$ cat src/rtl/push_debouncer.sv
// push_debouncer: per-channel 2-FF synchronizer, stability-count debouncer,
// press pulse and optional auto-repeat pulse train for raw push switches.
//
// Ports:
//   clk_2MHz  in   system clock, all state on the rising edge
//   reset     in   synchronous reset, active-low
//   s_async   in   [N_CH] raw asynchronous switch lines
//   s_level   out  [N_CH] debounced state, 1 = pressed
//   s_pulse   out  [N_CH] one-cycle pulse per accepted press / repeat
module push_debouncer #(
    parameter int              N_CH            = 5,
    parameter logic            PRESS_LEVEL     = 1'b1,
    parameter int              DEBOUNCE_CYCLES = 40000,
    parameter int              REPEAT_DELAY    = 1000000,
    parameter int              REPEAT_PERIOD   = 200000,
    parameter logic [N_CH-1:0] REPEAT_EN       = {N_CH{1'b0}}
) (
    input  logic            clk_2MHz,
    input  logic            reset,
    input  logic [N_CH-1:0] s_async,
    output logic [N_CH-1:0] s_level,
    output logic [N_CH-1:0] s_pulse
);

    localparam int CNT_W  = $clog2(DEBOUNCE_CYCLES + 1);
    localparam int RC_MAX = (REPEAT_DELAY > REPEAT_PERIOD) ?
                            REPEAT_DELAY : REPEAT_PERIOD;
    localparam int RC_W   = $clog2(RC_MAX + 1);

    localparam logic [CNT_W-1:0] CNT_LAST    = CNT_W'(DEBOUNCE_CYCLES - 1);
    localparam logic [RC_W-1:0]  DELAY_LAST  = RC_W'(REPEAT_DELAY - 1);
    localparam logic [RC_W-1:0]  PERIOD_LAST = RC_W'(REPEAT_PERIOD - 1);

    typedef enum logic [1:0] {
        ST_IDLE,
        ST_WAIT_FIRST,
        ST_REPEAT
    } rpt_state_e;

    logic [N_CH-1:0] press_raw;
    logic [N_CH-1:0] rise;
    logic [N_CH-1:0] sync1_d, sync1_q;
    logic [N_CH-1:0] sync2_d, sync2_q;
    logic [N_CH-1:0] level_d, level_q;
    logic [N_CH-1:0] pulse_d, pulse_q;

    logic [CNT_W-1:0] cnt_d   [N_CH];
    logic [CNT_W-1:0] cnt_q   [N_CH];
    logic [RC_W-1:0]  rc_d    [N_CH];
    logic [RC_W-1:0]  rc_q    [N_CH];
    rpt_state_e       state_d [N_CH];
    rpt_state_e       state_q [N_CH];

    always_comb begin
        press_raw = '0;
        rise      = '0;
        level_d   = level_q;
        pulse_d   = '0;
        for (int i = 0; i < N_CH; i++) begin
            press_raw[i] = (s_async[i] == PRESS_LEVEL);
        end
        sync1_d = press_raw;
        sync2_d = sync1_q;

        for (int i = 0; i < N_CH; i++) begin
            // Debounce: count consecutive cycles where the synchronized
            // input disagrees with the accepted level; any agreement
            // restarts the count.
            cnt_d[i] = '0;
            if (sync2_q[i] != level_q[i]) begin
                if (cnt_q[i] == CNT_LAST) begin
                    level_d[i] = ~level_q[i];
                end else begin
                    cnt_d[i] = cnt_q[i] + CNT_W'(1);
                end
            end

            rise[i]    = level_d[i] & ~level_q[i];
            pulse_d[i] = rise[i];

            state_d[i] = state_q[i];
            rc_d[i]    = rc_q[i];

            // A release (or a disabled channel) forces IDLE in the same
            // cycle, which also swallows a repeat due on that edge.
            if (!REPEAT_EN[i] || !level_d[i]) begin
                state_d[i] = ST_IDLE;
                rc_d[i]    = '0;
            end else begin
                unique case (state_q[i])
                    ST_IDLE: begin
                        if (rise[i]) begin
                            state_d[i] = ST_WAIT_FIRST;
                            rc_d[i]    = '0;
                        end
                    end
                    ST_WAIT_FIRST: begin
                        if (rc_q[i] == DELAY_LAST) begin
                            pulse_d[i] = 1'b1;
                            state_d[i] = ST_REPEAT;
                            rc_d[i]    = '0;
                        end else begin
                            rc_d[i] = rc_q[i] + RC_W'(1);
                        end
                    end
                    ST_REPEAT: begin
                        if (rc_q[i] == PERIOD_LAST) begin
                            pulse_d[i] = 1'b1;
                            rc_d[i]    = '0;
                        end else begin
                            rc_d[i] = rc_q[i] + RC_W'(1);
                        end
                    end
                    default: begin
                        state_d[i] = ST_IDLE;
                        rc_d[i]    = '0;
                    end
                endcase
            end
        end
    end

    always_ff @(posedge clk_2MHz) begin
        if (!reset) begin
            sync1_q <= '0;
            sync2_q <= '0;
            level_q <= '0;
            pulse_q <= '0;
            for (int i = 0; i < N_CH; i++) begin
                cnt_q[i]   <= '0;
                rc_q[i]    <= '0;
                state_q[i] <= ST_IDLE;
            end
        end else begin
            sync1_q <= sync1_d;
            sync2_q <= sync2_d;
            level_q <= level_d;
            pulse_q <= pulse_d;
            for (int i = 0; i < N_CH; i++) begin
                cnt_q[i]   <= cnt_d[i];
                rc_q[i]    <= rc_d[i];
                state_q[i] <= state_d[i];
            end
        end
    end

    assign s_level = level_q;
    assign s_pulse = pulse_q;

endmodule

$ cat config.mk
export PLATFORM = sky130hd
export DESIGN_NAME = push_debouncer
export DESIGN_NICKNAME = d
export VERILOG_FILES = /design/src/rtl/push_debouncer.sv
export SDC_FILE = /design/constraint.sdc
export NUM_CORES = 1
export LEC_CHECK = 0
export ABC_AREA = 1
export BUFFER_PORTS_ARGS = -buffer_cell sky130_fd_sc_hd__clkbuf_2
export CORE_MARGIN = 3
export CORE_UTILIZATION = 30
export DETAILED_ROUTE_END_ITERATION = 8
export GPL_TIMING_DRIVEN = 0
export PLACE_DENSITY = 0.51
export SLEW_MARGIN = 25
export SYNTH_ARGS = -nofsm -noshare
export SYNTH_HDL_FRONTEND = slang
export SYNTH_SLANG_ARGS = --single-unit
$ cat constraint.sdc
create_clock -name clk_2MHz -period 1.7 [get_ports clk_2MHz]
set_input_delay 0.17 -clock clk_2MHz [delete_from_list [all_inputs] [get_ports clk_2MHz]]
set_output_delay 0.17 -clock clk_2MHz [all_outputs]
set_load 0.1 [all_outputs]
==> run metrics, run 1 <==
drt drc=0; Post-Route WL=10.2 mm; htree depth=3; Clk Latency, worst-skew pair=0.35 ns; Pwr Density=812 nW/um2; Iteration-0 DRC Markers=170; cells along the critical path=ha_1 > nand3_2 > nor2_2 > nand2_1 > nand2_2 > buf_8 > nor2_2; Final Wtd Congestion=0.796; row cnt=46; largest net degree at the start of global routing=17; CP peak stage delay=0.38 ns; I/O Buffers=16; total die area=18400 um2; most used cell, CP=nor2_2; Worst setup SP type=flop; core area=16200 um2; Max Cap Viol=0; GR Overflow Total=0; cell count after synthesis=745; final net count=785; synthesized flop and latch total=100; vias in the first global route=3935; setup tns final=0 ns; Initial Utilization=0.312; CP max-delay cell=dfxtp_1; commonest non-fill, non-tap cell in the layout=nand2_1; Ant. Diodes=0; final clock period utilization by the worst path=0.894; syn_nets=757; Hold Fails Final Rpt=0; CTS Buffer Depth=2; Clock Skew=0.00603 ns; # Post-CTS Setup Buffers=0; Setup violations, final=0; post-detail-place hpwl=7.67 mm; average via count per standard cell=4.25; CP max FO=10; CTS tree=done; remaining antenna violation count after routing=0; cts bufs inserted=9; endpoint type of the worst setup path=flop; sequential area share after synthesis=0.397; outcome=complete, no violations; minimum clock period=1.52 ns; TritonRoute pass-1 iters=4; filler instances=1729; Leak=2.08 nW; Worst path top cell family by delay=simple AND/OR/NAND/NOR gates; Syn Std Cell Area=5040 um2; critical path class=flop to flop; PostCTS Resize Cnt=0; Vias=4227; Avg WL per Cell=10.3 um; Tot Pwr=4.65 mW; VDD IR-drop max=0.513 mV; Total Routing Usage GR=0.123; most frequent cells in the layout=nand2_1, nor2_1, inv_1, dfxtp_1, nand3_1; Die Wd=136 um; CTS root buffer=clkbuf_16; post-synthesis cell type count=29; Critical Path RT=1.94 ns; IO Pins=17; worst min-delay path category=input port to flop; Slew HR=0.636; RSZ-0062 raised after global routing=false; fin. max-slew vios=0; Layout area overhead=13.5%; clock tree sinks=100; buffer and inverter count on the worst path=1; FMAX=0.658 GHz; syn_area_per_cell=6.77 um2; Worst Path Arrival=1.76 ns; fraction of layout cells with a size suffix above 1=0.125; Die Y-Extent=136 um; Synth warnings=0; initial antenna violation count=0; Slew @ Worst Pin=0.549 ns; first-pass GRT wire length=18.2 mm; Clock transition at path regs=0.07 ns
==> final timing paths <==
path | depth (start not counted) | endpoint | start | slack (ns)
setup / recovery | 7 | cnt_q[0][25]$_SDFF_PP0_ | cnt_q[0][16]$_SDFF_PP0_ | 0.18
hold / removal | 3 | sync1_q[3]$_SDFF_PN0_ | s_async[3] | 0.03
setup reg to reg | 7 | cnt_q[0][25]$_SDFF_PP0_ | cnt_q[0][16]$_SDFF_PP0_ | 0.18
hold reg to reg | 2 | sync2_q[4]$_SDFF_PN0_ | sync1_q[4]$_SDFF_PN0_ | 0.41
==> Yosys cell counts <==
| cell type | n | area, um2 |
|---|---|---|
| ha_1 | 5 | 62.6 |
| o21ai_1 | 4 | 20.0 |
| buf_2 | 1 | 5.00 |
| o21bai_1 | 3 | 22.5 |
| or2_2 | 1 | 6.26 |
| xnor2_1 | 13 | 114 |
| a21oi_2 | 1 | 8.76 |
| dfxtp_1 | 100 | 2000 |
| nor3_2 | 2 | 20.0 |
| nand3_1 | 49 | 245 |
| buf_8 | 2 | 30.0 |
| clkbuf_1 | 2 | 7.51 |
| buf_6 | 3 | 33.8 |
| nand4_1 | 21 | 131 |
| xor2_1 | 16 | 140 |
| nor2_4 | 4 | 45.0 |
| nor2_2 | 30 | 188 |
| nand3_2 | 4 | 40.0 |
| inv_1 | 108 | 405 |
| nand3b_1 | 3 | 22.5 |
| inv_2 | 5 | 18.8 |
| a21oi_1 | 34 | 170 |
| nand2_2 | 7 | 43.8 |
| nand2_4 | 1 | 11.3 |
| o21ai_0 | 6 | 30.0 |
| a31oi_1 | 1 | 6.26 |
| nand3_4 | 1 | 17.5 |
| nor2_1 | 129 | 484 |
| nand2_1 | 189 | 709 |
==> through the flow <==
stage	hold slack, ns	utilization	cell area (um2)	cells	worst slack [ns]
global placement	0.376	0.334	5400	977	0.164
detailed placement	0.373	0.334	5400	977	0.169
finish	0.0287	0.354	5720	994	0.180
CTS	0.00294	0.353	5710	993	0.158
floorplan	0.268	-	5050	745	0.0545
global route	0.0121	0.354	5720	994	0.0610
==> what timing repair did <==
item | CTS | global route
hold endpoints to repair | 0 | 1
setup endpoints to repair | 0 | 0
hold buffers | 0 | 1
==> final cells by class <==
class / count / area [um2] / share of cell area
multi-input cells: 524 / 2540 / 0.444
flip-flops and latches: 100 / 2010 / 0.351
inverters: 113 / 424 / 0.0741
well taps: 216 / 270 / 0.0472
clock buffers: 10 / 229 / 0.0400
repair buffers: 17 / 90.1 / 0.0157
clock inverters: 6 / 87.6 / 0.0153
plain buffers: 8 / 76.3 / 0.0133
==> worst min-delay path, delay by kind of cell <==
family | cells | cell delay, ns
buf+inv | 2 | 0.13
simple gates | 1 | 0.05
==> registers in the layout, summed over array words and instances, names as in the netlist <==
register / count
s_level: 5
sync1_q: 5
sync2_q: 5
s_pulse: 5
cnt_q: 80
==> cell families (layout without fill, tap and decap cells) <==
| group | after synthesis | count (layout) | synth area share |
|---|---|---|---|
| buffers and inverters | 121 | 154 | 0.0993 |
| DFF | 100 | 100 | 0.397 |
| xor gates and xnor gates | 29 | 29 | 0.0504 |
| and+or+nand+nor | 441 | 441 | 0.390 |
| AOI/OAI and AO/OA | 49 | 49 | 0.0511 |
| adders and majority gates | 5 | 5 | 0.0124 |
==> metal layers <==
layer | up-vias | track usage | routed length, um
met3 | 7 | 0.0435 | 366
met4 | 0 | 0.0353 | 119
li1 | 2348 | - | -
met5 | - | 0 | 0
met2 | 43 | 0.197 | 4700
met1 | 1829 | 0.156 | 5030
==> power by group <==
part | leakage, nW | switching, mW | internal, mW
clock | 0.157 | 0.917 | 1.29
sequential | 0.810 | 0.00898 | 2.36
combinational | 1.11 | 0.0474 | 0.0266
total | 2.08 | 0.973 | 3.68
(Power assumes the default switching activity.)
==> inputs of run 2 (changes only) <==
--- a/config.mk
+++ b/config.mk
@@ -7,3 +7,2 @@
 export LEC_CHECK = 0
-export ABC_AREA = 1
 export BUFFER_PORTS_ARGS = -buffer_cell sky130_fd_sc_hd__clkbuf_2
@@ -13,3 +12,3 @@
 export GPL_TIMING_DRIVEN = 0
-export PLACE_DENSITY = 0.51
+export PLACE_DENSITY = 0.52
 export SLEW_MARGIN = 25
==> constraint.sdc (replaced) <==
create_clock -name clk_2MHz -period 1.7 [get_ports clk_2MHz]
set_input_delay 0.34 -clock clk_2MHz [delete_from_list [all_inputs] [get_ports clk_2MHz]]
set_output_delay 0.34 -clock clk_2MHz [all_outputs]
set_load 0.05 [all_outputs]
==> run metrics, run 2 <==
outcome=complete, but fails checks (was complete, no violations); failing checks=setup timing; Vias=3259 (was 4227); I/O Buffers=16 (unchanged); Total Routing Usage GR=0.112 (was 0.123); Reg2Reg Depth=6 (was 7); cells along the critical path=or4b_1 > or4_4 > nand3_4 > buf_6 > buf_8 > nor2_2 (was ha_1 > nand3_2 > nor2_2 > nand2_1 > nand2_2 > buf_8 > nor2_2); critical path endpoint=cnt_q[0][14]$_SDFF_PP0_ (was cnt_q[0][25]$_SDFF_PP0_); final clock period utilization by the worst path=1.06 (was 0.894); fin. max-slew vios=0 (unchanged); RSZ-0062 raised after global routing=true (was false); most frequent cells in the layout=dfxtp_1, nor2_1, xnor2_1, xor2_1, nand4_1 (was nand2_1, nor2_1, inv_1, dfxtp_1, nand3_1); cell count after synthesis=462 (was 745); drt drc=0 (unchanged); asr flop ratio synth=0 (unchanged); Layout area overhead=23.5% (was 13.5%); CP peak stage delay=0.52 ns (was 0.38 ns); cts bufs inserted=9 (unchanged); Clock transition at path regs=0.07 ns (about the same); minimum clock period=1.80 ns (was 1.52 ns); core area=13500 um2 (was 16200 um2); Initial Utilization=0.313 (was 0.312); Slew HR=0.728 (was 0.636); Worst path depth=6 (was 7); Hold Fails Final Rpt=0 (unchanged); commonest non-fill, non-tap cell in the layout=dfxtp_1 (was nand2_1); average via count per standard cell=4.74 (was 4.25); post-synth top area cell=dfxtp_1 (unchanged); Worst path top cell family by delay=simple AND/OR/NAND/NOR gates (unchanged); TritonRoute pass-1 iters=4 (unchanged); Setup violations, final=28 (was 0); IO Pins=17 (unchanged); dpl cell area=4540 um2 (was 5400 um2); FMAX=0.556 GHz (was 0.658 GHz); Cells after DPL=654 (was 977); post-synthesis cell type count=29 (unchanged); worst setup margin=-0.0978 ns (was 0.180 ns); Most flops, register=cnt_q (unchanged); Leak=1.68 nW (was 2.08 nW); Pwr Density=885 nW/um2 (was 812 nW/um2); Syn Std Cell Area=4230 um2 (was 5040 um2); Worst setup SP type=flop (unchanged); synthesized flop and latch total=100 (unchanged); first-pass GRT wire length=14.4 mm (was 18.2 mm); Ant. Diodes=0 (unchanged); Post-synth EDFFs=0 (unchanged); fin area=5220 um2 (was 5720 um2); Slew @ Worst Pin=0.408 ns (was 0.549 ns); total die area=15600 um2 (was 18400 um2); Synth warnings=0 (unchanged); most common cell in the netlist=dfxtp_1 (was nand2_1); remaining antenna violation count after routing=0 (unchanged); post-detail-place hpwl=5.66 mm (was 7.67 mm); CTS Buffer Depth=2 (unchanged); critical path class=flop to flop (unchanged); vias in the first global route=3065 (was 3935); syn_nets=474 (was 757); Post-Route WL=8.29 mm (was 10.2 mm); VDD IR-drop max=0.468 mV (was 0.513 mV); fraction of layout cells with a size suffix above 1=0.227 (was 0.125); reg2reg start=cnt_q[0][6]$_SDFF_PP0_ (was cnt_q[0][16]$_SDFF_PP0_); clock tree sinks=100 (unchanged); number of flip-flops in the largest register=80 (unchanged); Cell Count, Final, Fillers Out=688 (was 994); initial antenna violation count=0 (unchanged); final net count=519 (was 785); Top FF cell, synth=dfxtp_1 (unchanged); r2r setup slk=-0.1 ns (was 0.18 ns); worst min-delay path category=input port to flop (unchanged); Die Y-Extent=125 um (was 136 um); CP max FO=5 (was 10); endpoint type of the worst setup path=flop (unchanged); most frequent cells after synthesis=dfxtp_1, nor2_1, xnor2_1 (was nand2_1, nor2_1, inv_1); Worst Path Arrival=2.03 ns (was 1.76 ns); Avg WL per Cell=12.0 um (was 10.3 um); row cnt=42 (was 46); Iteration-0 DRC Markers=157 (was 170); Clock Skew=0.00647 ns (was 0.00603 ns); syn_area_per_cell=9.16 um2 (was 6.77 um2); GR Overflow Total=0 (unchanged); area share of the largest cell type after synthesis=0.473 (was 0.397); r2r endpoint=cnt_q[0][14]$_SDFF_PP0_ (was cnt_q[0][25]$_SDFF_PP0_); htree depth=3 (unchanged); largest net degree at the start of global routing=17 (unchanged); buffer and inverter count on the worst path=2 (was 1); Crit. Startpoint=cnt_q[0][6]$_SDFF_PP0_ (was cnt_q[0][16]$_SDFF_PP0_); Final Wtd Congestion=0.804 (was 0.796); Max Cap Viol=0 (unchanged); CP max-delay cell=or4b_1 (was dfxtp_1); CTS tree=done (unchanged); synth top area cells=dfxtp_1, xnor2_1, nor2_1, xor2_1, nand4_1 (was dfxtp_1, nand2_1, nor2_1, inv_1, nand3_1); Final Core Density=0.387 (was 0.354); CTS root buffer=clkbuf_16 (unchanged); Critical Path RT=1.93 ns (was 1.94 ns); Clk Latency, worst-skew pair=0.35 ns (about the same); Die Wd=125 um (was 136 um); hold-fix buffers at CTS=0 (unchanged); sequential area share after synthesis=0.473 (was 0.397)
## run 2: cell types whose count changed in the layout (fill, tap and decap cells not counted), sizes merged, moves of 23 or more
cell,change
nor2,-76
nand2,-176
a21oi,-34
inv,-99
nand3,-23
xnor2,+27
## run 2: worst reg2reg max path, stage by stage, from the launching register on
cell	delay, ns
dfxtp_2	0.32
or4b_1	0.52
or4_4	0.46
nand3_4	0.12
buf_6	0.12
buf_8	0.11
nor2_2	0.04
## run 2: how the worst min path moves through the flow
| stage | start | end | slack [ns] | depth (start not counted) |
|---|---|---|---|---|
| after floorplan | sync1_q[0]$_SDFF_PN0_ | sync2_q[0]$_SDFF_PN0_ | 0.41 | 1 |
| after global placement | sync1_q[3]$_SDFF_PN0_ | sync2_q[3]$_SDFF_PN0_ | 0.42 | 1 |
| after detailed placement | sync1_q[4]$_SDFF_PN0_ | sync2_q[4]$_SDFF_PN0_ | 0.42 | 1 |
| after CTS | s_async[1] | sync1_q[1]$_SDFF_PN0_ | 0.18 | 2 |
| after global routing | s_async[4] | sync1_q[4]$_SDFF_PN0_ | 0.20 | 2 |
| final | s_async[1] | sync1_q[1]$_SDFF_PN0_ | 0.20 | 2 |
## run 2: logic make-up (layout without fill, tap and decap cells)
kind of cell	after synthesis	in the layout	share of synthesized area
xor gates and xnor gates	74	74	0.153
DFF	100	100	0.473
buffers and inverters	28	78	0.0361
muxes	5	5	0.0118
AOI/OAI and AO/OA	2	2	0.00325
adders and majority gates	5	5	0.0148
and+or+nand+nor	248	248	0.308
## run 2: report_power, final
part           internal (mW)  leakage [nW]  switching, mW
registers               2.36         0.815        0.00943
clock network           1.28         0.155          0.887
logic                 0.0401         0.712         0.0445
## run 2: per-stage QoR
step / setup TNS, ns / setup WS [ns] / hold WS (ns) / power (mW)
5_1_grt: -4.67 / -0.154 / 0.200 / 4.80
2_1_floorplan: -1.05 / -0.0616 / 0.412 / 2.45
3_5_place_dp: -12.46 / -0.314 / 0.421 / 2.48
3_3_place_gp: -11.47 / -0.294 / 0.419 / 2.48
6_report: -1.59 / -0.0978 / 0.198 / 4.62
4_1_cts: -3.24 / -0.122 / 0.181 / 4.69
## run 2: metal layers
metal,track usage,part of all wire,vias up
li1,-,-,1672
met1,0.144,0.48,1525
met2,0.174,0.46,48
met3,0.0249,0.040,14
met4,0.0638,0.026,0
met5,0,0,-
## run 2: area by class of cell
cell class | instances | area [um2]
Fill cell | 1365 | 8280
Multi-Input combinational cell | 334 | 2210
Sequential cell | 100 | 2020
Timing Repair Buffer | 35 | 283
Clock buffer | 9 | 225
Tap cell | 176 | 220
Buffer | 12 | 115
Clock inverter | 7 | 91.3
Inverter | 15 | 56.3
## run 2: repair_timing
item	in CTS	in global routing
cloned	1	1
pin swaps	20	10
gates resized for setup	28	45
setup buffers	14	5
setup endpoints to repair	67	75
==> inputs of run 3 (changes only) <==
==> constraint.sdc (replaced) <==
create_clock -name clk_2MHz -period 1.85 [get_ports clk_2MHz]
set_input_delay 0.37 -clock clk_2MHz [delete_from_list [all_inputs] [get_ports clk_2MHz]]
set_output_delay 0.37 -clock clk_2MHz [all_outputs]
set_load 0.005 [all_outputs]
==> run metrics, run 3 (same netlist as run 2, synthesis figures left out) <==
Final Wtd Congestion=0.810 (was 0.804); endpoint type of the worst setup path=flop (unchanged); Clk pwr share=0.448 (was 0.470); Layout area overhead=16.7% (was 23.5%); Worst Path Arrival=2.07 ns (was 2.03 ns); FMAX=0.542 GHz (was 0.556 GHz); Net Sw Frac=0.193 (was 0.204); commonest non-fill, non-tap cell in the layout=dfxtp_1 (unchanged); RSZ-0062 raised after global routing=true (unchanged); outcome=complete, no violations (was complete, but fails checks); Sw Pwr=0.781 mW (was 0.941 mW); Ant. Diodes=0 (unchanged); fin area=4940 um2 (was 5220 um2); TritonRoute pass-1 iters=4 (unchanged); Clock Skew=0.00631 ns (was 0.00647 ns); GR Overflow Total=0 (unchanged); Final Core Density=0.365 (was 0.387); Leak=1.58 nW (was 1.68 nW); critical path class=flop to flop (unchanged); Avg WL per Cell=11.7 um (was 12.0 um); filler instances=1384 (was 1365); Initial Utilization=0.313 (unchanged); number of flip-flops in the largest register=80 (unchanged); reg2reg start=cnt_q[0][14]$_SDFF_PP0_ (was cnt_q[0][6]$_SDFF_PP0_); first-pass GRT wire length=13.8 mm (was 14.4 mm); IO Pins=17 (unchanged); final clock period utilization by the worst path=0.997 (was 1.06); r2r setup slk=0.006 ns (was -0.1 ns); dpl cell area=4530 um2 (was 4540 um2); most frequent cells in the layout=dfxtp_1, nor2_1, xnor2_1, xor2_1, nand4_1 (unchanged); Cell Count, Final, Fillers Out=674 (was 688); Clk Latency, worst-skew pair=0.33 ns (was 0.35 ns); fraction of layout cells with a size suffix above 1=0.116 (was 0.227); clock tree sinks=100 (unchanged); CTS root buffer=clkbuf_16 (unchanged); total die area=15600 um2 (unchanged); row cnt=42 (unchanged); initial antenna violation count=0 (unchanged); vias in the first global route=3019 (was 3065); core area=13500 um2 (unchanged); setup tns final=0 ns (was -1.59 ns); Critical Path RT=2.08 ns (was 1.93 ns); P_int=3.27 mW (was 3.68 mW); htree depth=3 (unchanged); Iteration-0 DRC Markers=148 (was 157); Slew @ Worst Pin=0.409 ns (was 0.408 ns); Vias=3172 (was 3259); CP max FO=5 (unchanged); largest net degree at the start of global routing=17 (unchanged); Die Wd=125 um (unchanged); Slew HR=0.727 (was 0.728); hold path startpoint=s_async[3] (was s_async[1]); CTS tree=done (unchanged); hold worst-path end=sync1_q[3]$_SDFF_PN0_ (was sync1_q[1]$_SDFF_PN0_); Most flops, register=cnt_q (unchanged); I/O Buffers=16 (unchanged); Max Cap Viol=0 (unchanged); final net count=506 (was 519); Pwr Density=821 nW/um2 (was 885 nW/um2); part of the power in registers=0.537 (was 0.512); minimum clock period=1.84 ns (was 1.80 ns); drt drc=0 (unchanged); worst min-delay path category=input port to flop (unchanged); combinational share of power=0.015 (was 0.018); Worst Hold Depth=2 (unchanged); Cells after DPL=654 (unchanged); post-detail-place hpwl=5.55 mm (was 5.66 mm); Total Routing Usage GR=0.105 (was 0.112); Tot Pwr=4.05 mW (was 4.62 mW); Hold Fails Final Rpt=0 (unchanged); cts bufs inserted=9 (unchanged); CTS Buffer Depth=2 (unchanged); Clock transition at path regs=0.06 ns (was 0.07 ns); Post-Route WL=7.92 mm (was 8.29 mm); r2r endpoint=cnt_q[0][15]$_SDFF_PP0_ (was cnt_q[0][14]$_SDFF_PP0_); Worst setup SP type=flop (unchanged); Reg2Reg Depth=5 (was 6); VDD IR-drop max=0.457 mV (was 0.468 mV); remaining antenna violation count after routing=0 (unchanged); Die Y-Extent=125 um (unchanged); Setup violations, final=0 (was 28); average via count per standard cell=4.71 (was 4.74); fin. max-slew vios=0 (unchanged)
==> run 3: cell count changes in the layout (fill, tap and decap cells not counted), sizes merged <==
cell / delta
clkinv: -3
bufinv: -1
clkinvlp: -1
clkbuf: +2
buf: -11
==> run 3: metrics by stage <==
step	worst slack [ns]	hold WS (ns)
2_1_floorplan	0.0161	0.412
3_3_place_gp	-0.439	0.419
3_5_place_dp	-0.499	0.418
4_1_cts	0.000201	0.233
5_1_grt	-0.0302	0.249
6_report	0.00642	0.254
==> run 3: worst max-delay path by stage <==
stage	start	endpoint	slack, ns	cells past startpoint
6_report	cnt_q[0][14]$_SDFF_PP0_	cnt_q[0][15]$_SDFF_PP0_	0.006	5
4_1_cts	cnt_q[0][61]$_SDFF_PP0_	cnt_q[0][56]$_SDFF_PP0_	0.0002	5
3_5_place_dp	cnt_q[0][64]$_SDFF_PP0_	cnt_q[0][74]$_SDFF_PP0_	-0.50	7
3_3_place_gp	cnt_q[0][64]$_SDFF_PP0_	cnt_q[0][72]$_SDFF_PP0_	-0.44	7
2_1_floorplan	cnt_q[0][64]$_SDFF_PP0_	cnt_q[0][71]$_SDFF_PP0_	0.02	7
5_1_grt	cnt_q[0][14]$_SDFF_PP0_	cnt_q[0][0]$_SDFF_PP0_	-0.03	5
==> run 3: layout make-up <==
class,count,area (um2),share of cell area
Timing Repair Buffer,23,153,0.0309
Multi-Input combinational cell,334,2120,0.430
Tap cell,176,220,0.0446
Sequential cell,100,2010,0.406
Clock inverter,2,35.0,0.00710
Clock buffer,13,250,0.0507
Inverter,15,56.3,0.0114
Buffer,11,93.8,0.0190
==> run 3: critical path, cell delays in order (launching register included) <==
cell     delay, ns
dfxtp_2       0.33
or4b_4        0.52
or4_4         0.57
nand3_4       0.14
buf_6         0.14
nor2_1        0.04
==> run 3: per-layer routing <==
metal	track usage	part of all wire	vias to the layer above
met2	0.167	0.46	38
met5	0	0	-
met1	0.132	0.49	1480
met4	0.0445	0.019	0
met3	0.0300	0.025	10
li1	-	-	1644
==> run 3: what timing repair did <==
action                                 in CTS  in global routing
buffers inserted                            5                  1
hold buffers                                0                  0
resized for setup                          10                 12
gates cloned                                1                  0
endpoints found under the hold margin       0                  0
pin swaps                                   4                  7
setup endpoints to repair                  57                 66
==> run 3: power groups by stage <==
stage | clock network (mW) | logic, mW | registers [mW]
2_1_floorplan | 0 | 0.0346 | 2.22
3_3_place_gp | 0 | 0.0549 | 2.22
3_5_place_dp | 0 | 0.0555 | 2.22
4_1_cts | 1.89 | 0.0625 | 2.17
5_1_grt | 1.98 | 0.0712 | 2.17
6_report | 1.81 | 0.0625 | 2.17
